File: src/rtl/uart_receiver.sv
// 8N1 serial receiver with a small byte FIFO, read by the core through two
// memory-mapped registers (DATA pops a byte, STATUS reports flags).
module uart_receiver #(
    parameter int          CLOCK_HZ    = 27000000,
    parameter int          BAUD        = 115200,
    parameter int          FIFO_DEPTH  = 16,
    parameter logic [15:0] DATA_ADDR   = 16'hF010,
    parameter logic [15:0] STATUS_ADDR = 16'hF011
) (
    input  logic        clock,
    input  logic        reset,
    input  logic        rx,
    input  logic [15:0] mmio_addr,
    input  logic        mmio_read,
    output logic [7:0]  mmio_rdata,
    output logic        mmio_hit,
    output logic        rx_valid
);

    localparam int CLKS_PER_BIT = CLOCK_HZ / BAUD;
    // Counter only ever holds values up to CLKS_PER_BIT-1.
    localparam int CW   = $clog2(CLKS_PER_BIT);
    localparam int PW   = $clog2(FIFO_DEPTH);
    localparam int CNTW = PW + 1;

    localparam logic [CW-1:0]   HALF_LOAD = CW'(CLKS_PER_BIT / 2 - 1);
    localparam logic [CW-1:0]   FULL_LOAD = CW'(CLKS_PER_BIT - 1);
    localparam logic [CNTW-1:0] DEPTH_CNT = CNTW'(FIFO_DEPTH);

    typedef enum logic [2:0] {IDLE, START, DATA, STOP, WAIT_HIGH} state_t;

    logic            rx_meta_reg;
    logic            rxs_reg;

    state_t          state_reg, state_next;
    logic [CW-1:0]   cnt_reg, cnt_next;
    logic [2:0]      idx_reg, idx_next;
    logic [7:0]      shift_reg, shift_next;
    logic            push;
    logic            frame_err;

    logic [7:0]      mem [FIFO_DEPTH];
    logic [PW-1:0]   wr_ptr_reg, rd_ptr_reg;
    logic [CNTW-1:0] count_reg;
    logic            ferr_reg, ovr_reg;

    logic            empty, full;
    logic            data_rd, status_rd;
    logic            pop, push_ok, overrun;
    logic [7:0]      status;

    // Two-flop synchronizer for the asynchronous pin; idles high out of reset.
    always_ff @(posedge clock) begin
        if (!reset) begin
            rx_meta_reg <= 1'b1;
            rxs_reg     <= 1'b1;
        end else begin
            rx_meta_reg <= rx;
            rxs_reg     <= rx_meta_reg;
        end
    end

    // Receive FSM state and datapath registers.
    always_ff @(posedge clock) begin
        if (!reset) begin
            state_reg <= IDLE;
            cnt_reg   <= '0;
            idx_reg   <= '0;
            shift_reg <= '0;
        end else begin
            state_reg <= state_next;
            cnt_reg   <= cnt_next;
            idx_reg   <= idx_next;
            shift_reg <= shift_next;
        end
    end

    // Next-state logic: mid-bit sampling driven by a down-counter that expires at zero.
    always_comb begin
        state_next = state_reg;
        cnt_next   = cnt_reg;
        idx_next   = idx_reg;
        shift_next = shift_reg;
        push       = 1'b0;
        frame_err  = 1'b0;
        case (state_reg)
            IDLE: begin
                if (!rxs_reg) begin
                    cnt_next   = HALF_LOAD;
                    state_next = START;
                end
            end
            START: begin
                if (cnt_reg == '0) begin
                    if (rxs_reg) begin
                        // Line went back high before mid-start: glitch, ignore it.
                        state_next = IDLE;
                    end else begin
                        cnt_next   = FULL_LOAD;
                        idx_next   = 3'd0;
                        state_next = DATA;
                    end
                end else begin
                    cnt_next = cnt_reg - 1'b1;
                end
            end
            DATA: begin
                if (cnt_reg == '0) begin
                    shift_next[idx_reg] = rxs_reg;
                    cnt_next            = FULL_LOAD;
                    if (idx_reg == 3'd7) begin
                        state_next = STOP;
                    end else begin
                        idx_next = idx_reg + 3'd1;
                    end
                end else begin
                    cnt_next = cnt_reg - 1'b1;
                end
            end
            STOP: begin
                if (cnt_reg == '0) begin
                    if (rxs_reg) begin
                        push       = 1'b1;
                        state_next = IDLE;
                    end else begin
                        // Low stop bit: drop the byte and wait out any break.
                        frame_err  = 1'b1;
                        state_next = WAIT_HIGH;
                    end
                end else begin
                    cnt_next = cnt_reg - 1'b1;
                end
            end
            WAIT_HIGH: begin
                if (rxs_reg) begin
                    state_next = IDLE;
                end
            end
            default: state_next = IDLE;
        endcase
    end

    // Bus decode and FIFO handshake; a pop frees a slot for a same-cycle push.
    always_comb begin
        empty     = (count_reg == '0);
        full      = (count_reg == DEPTH_CNT);
        data_rd   = mmio_read && (mmio_addr == DATA_ADDR);
        status_rd = mmio_read && (mmio_addr == STATUS_ADDR);
        pop       = data_rd && !empty;
        push_ok   = push && (!full || pop);
        overrun   = push && !push_ok;
        status    = {4'b0000, ferr_reg, ovr_reg, full, !empty};
    end

    // FIFO storage write port.
    always_ff @(posedge clock) begin
        if (reset && push_ok) begin
            mem[wr_ptr_reg] <= shift_reg;
        end
    end

    // FIFO pointers and occupancy; pointers wrap naturally at the power-of-two depth.
    always_ff @(posedge clock) begin
        if (!reset) begin
            wr_ptr_reg <= '0;
            rd_ptr_reg <= '0;
            count_reg  <= '0;
        end else begin
            if (push_ok) begin
                wr_ptr_reg <= wr_ptr_reg + 1'b1;
            end
            if (pop) begin
                rd_ptr_reg <= rd_ptr_reg + 1'b1;
            end
            case ({push_ok, pop})
                2'b10:   count_reg <= count_reg + 1'b1;
                2'b01:   count_reg <= count_reg - 1'b1;
                default: count_reg <= count_reg;
            endcase
        end
    end

    // Sticky error flags: a status read clears them, but a new event in the same cycle wins.
    always_ff @(posedge clock) begin
        if (!reset) begin
            ferr_reg <= 1'b0;
            ovr_reg  <= 1'b0;
        end else begin
            ferr_reg <= frame_err | (ferr_reg & !status_rd);
            ovr_reg  <= overrun   | (ovr_reg  & !status_rd);
        end
    end

    // Registered read port: one-cycle latency, data holds when not addressed.
    always_ff @(posedge clock) begin
        if (!reset) begin
            mmio_rdata <= 8'h00;
            mmio_hit   <= 1'b0;
        end else if (data_rd) begin
            mmio_rdata <= empty ? 8'h00 : mem[rd_ptr_reg];
            mmio_hit   <= 1'b1;
        end else if (status_rd) begin
            mmio_rdata <= status;
            mmio_hit   <= 1'b1;
        end else begin
            mmio_hit   <= 1'b0;
        end
    end

    assign rx_valid = !empty;

endmodule

File: config.mk
export PLATFORM = sky130hd
export DESIGN_NAME = uart_receiver
export DESIGN_NICKNAME = d
export VERILOG_FILES = /design/src/rtl/uart_receiver.sv
export SDC_FILE = /design/constraint.sdc
export NUM_CORES = 1
export LEC_CHECK = 0
export CAP_MARGIN = 30
export CORE_AREA = 4 4 98 170
export CTS_BUF_LIST = sky130_fd_sc_hd__clkbuf_4 sky130_fd_sc_hd__clkbuf_8
export DETAILED_ROUTE_END_ITERATION = 16
export DIE_AREA = 0 0 102 174
export PLACE_DENSITY = 0.67
export SYNTH_ARGS = -nofsm -noshare
export SYNTH_HDL_FRONTEND = slang
export SYNTH_SLANG_ARGS = --single-unit
File: constraint.sdc
create_clock -name clock -period 2.8 [get_ports clock]
set_input_delay 0.28 -clock clock [delete_from_list [all_inputs] [get_ports clock]]
set_output_delay 0.28 -clock clock [all_outputs]
set_load 0.02 [all_outputs]
==> metrics.cfg <==
[layout]
fillCellCount = 1272
fin_area_um2 = 8760
largest-register = mem
nNetsFinal = 623
drive_above_1_share_pct = 21.9
area_delta_synth_final_pct = 16.4
stdcell_count = 789
post-route-util_pct = 57.2
largest_reg_flops = 128
seqCellArea_um2 = 4890
multi_input_area_um2 = 2520
antenna_cells = 0

[setup_path]
reg2reg_depth = 12
worstPathMaxFanout = 3
crit_buf_inv = 0
crit_end = count_reg[4]$_SDFFE_PN0P_
crit_start = cnt_reg[6]$_SDFFE_PN0P_
crit_path_start_kind = flop
arrival_ns = 3.02
setup.worst_path.class = reg2reg
r2r_end = count_reg[4]$_SDFFE_PN0P_
crit_cells = 12
endpoint_kind = flop
cp_cell_sequence = or4_4 > nor3_4 > and3_4 > nand2_4 > ha_4 > xor2_1 > ha_2 > o21a_1 > o21ai_1 > nand2b_1 > a211oi_2 > mux2i_1
cpMaxStageDelayCell = or4_4
timing.reg2reg.setup_slack_ns = 0.16
slowest_delay_ns = 0.58
critPathTopFamily = simple AND/OR/NAND/NOR gates
worstPathRequired_ns = 3.18
reg2reg_from = cnt_reg[6]$_SDFFE_PN0P_

[timing]
worst_pin_slew_ns = 0.661
period_share_pct = 94.3
rsz0062_at_grt = false
finalSetupViolCount = 0
finalHoldViolations = 0
fmax_mhz = 379
finClkSkew_ns = 0.0167
finalSetupTns_ns = 0
drv_slew = 0
relSlewSlack_pct = 55.9
finalCriticalPeriod_ns = 2.64

[yosys]
synth_area_um2 = 7530
synth-seq-area-share_pct = 64.9
ys_ff_latch = 180
synthCells = 523
ys_warn_count = 0
synth_ff_type = edfxtp_1
ys_types = 57
synth_edf_count = 128
synthArstFlopShare_pct = 0
syn_avg_cell_area_um2 = 14.4
synth_nets = 556

[clock_tree]
cts_tree = done
clkLatencyLatePin_ns = 0.45
htree_num_levels = 4
cts-root-buf = clkbuf_8
post-cts-setup-buffer-count = 0
cts_inserted_buffers = 17
path_clk_slew_ns = 0.10
cts_sinks = 180
clock_path_buffers = 2

[hold_path]
hold_path_startpoint = rx
hold-path-cell-count = 2
hold_path.class = in2reg

[floorplanning]
die_h_um = 174
design.die.area_um2 = 17700
io_pins = 30
rows = 60
start_util_pct = 49.2
core_area_um2 = 15300
die_w_um = 102

[placement]
hpwl_um = 11200
place_inst = 757
gp_congestion = 0.834
place_area_um2 = 8340
portBuffers = 29

[route]
vias_per_cell = 5.75
wirelength_um = 15800
drtAntennaViolNets = 0
via_count = 4539
drcViolationCount = 0
first_pass_iters = 4
drt_iter0_markers = 335
drt-wirelength-per-cell_um = 20.0

[pwr]
pwr_density_cell_nw_per_um2 = 567
power.leakage_nw = 3.20
fin_total_pwr_mw = 4.97
vdd_drop_max_mv = 0.318

[run]
cap_violations = 0

[global_route]
grt_use_total_pct = 19.2
overflow = 0
grt_max_degree = 32
grt_pass1_vias = 4903
grt_first_pass_wirelength_um = 25800
antenna_found_initial = 0

[status]
status = finished, final reports clean

repair_timing:
item / in CTS / in global routing
hold buffers: 0 / 0
resized for setup: 0 / 3
setup endpoints to repair: 0 / 3
worst register-to-register path: cells and delay by family, from the launching register on:
| family | cells | cell delay, ns |
|---|---|---|
| mux | 1 | 0.19 |
| fa+ha+maj | 2 | 0.35 |
| compound gates | 3 | 0.49 |
| xor+xnor | 1 | 0.14 |
| simple gates | 5 | 1.10 |
| flops | 1 | 0.33 |
logic make-up (layout without fill, tap and decap cells):
| logic type | count (synthesis) | after routing | share of synthesized area, % |
|---|---|---|---|
| AO/OA/AOI/OAI | 87 | 87 | 7.90 |
| XOR/XNOR | 7 | 7 | 0.815 |
| adder cells (fa/ha/maj) | 13 | 13 | 2.16 |
| buffers and inverters | 41 | 121 | 2.16 |
| flip-flops | 180 | 180 | 64.9 |
| multiplexers | 46 | 46 | 11.5 |
| AND/OR/NAND/NOR | 149 | 149 | 10.6 |
power by group:
group          switching (mW)  internal, mW
clock network           0.992         0.763
registers              0.0242          2.84
logic                   0.198         0.155
layout make-up:
class | instances | area share (%)
clock buffer | 18 | 2.76
clock inverter | 14 | 1.90
inverter | 10 | 0.428
multi-input combinational | 302 | 28.7
sequential | 180 | 55.8
tap | 186 | 2.66
timing repair buffer | 79 | 7.74
cell usage after synthesis, drive strengths merged, types with 4 or more instances:
library cell	n	area (um2)
nor2b	5	31.3
inv	9	33.8
nand2b	12	75.1
o31ai	4	30.0
nor2	32	120
clkbuf	23	86.3
nor3	8	51.3
mux4	32	721
buf	8	38.8
nor4	6	37.5
o21ai	14	70.1
xor2	6	52.6
mux2i	13	130
a211oi	4	30.0
nand4	6	37.5
nand2	37	139
and2	5	31.3
a22oi	16	120
a21o	4	30.0
a31oi	4	25.0
and3	6	37.5
nand3b	5	45.0
a32o	4	40.0
ha	13	163
nand3	12	60.1
dfxtp	52	1040
edfxtp	128	3840
a21oi	19	95.1
layout by cell type (no fill, tap or decap), types with 16 or more instances in the layout:
master and n:
clkdlybuf4s50_1 29, nand2_1 36, clkbuf_8 17, mux4_2 32, edfxtp_1 128, a22oi_1 16
nor2_1 32, dfxtp_1 51, buf_4 49, a21oi_1 19
worst min-delay path by stage:
stage	endpoint	slack [ns]
4_1_cts	rx_meta_reg$_SDFF_PN1_	0.37
3_5_place_dp	rxs_reg$_SDFF_PN1_	0.39
2_1_floorplan	rx_meta_reg$_SDFF_PN1_	0.38
3_3_place_gp	rxs_reg$_SDFF_PN1_	0.39
6_report	rx_meta_reg$_SDFF_PN1_	0.40
5_1_grt	rx_meta_reg$_SDFF_PN1_	0.40
stage by stage:
stage	setup WS, ns	hold slack (ns)
3_5_place_dp	-0.0944	0.394
4_1_cts	0.0152	0.368
6_report	0.159	0.397
5_1_grt	0.00565	0.401
2_1_floorplan	-0.0625	0.381
3_3_place_gp	-0.0860	0.391
layer usage:
layer	track usage, %	wire [um]	up-vias
met1	21.7	5860	2277
li1	-	-	2157
met3	2.97	485	17
met5	0	0	-
met2	35.1	9010	88
met4	7.66	436	0
Note: power is estimated with default switching activity, not from simulation.
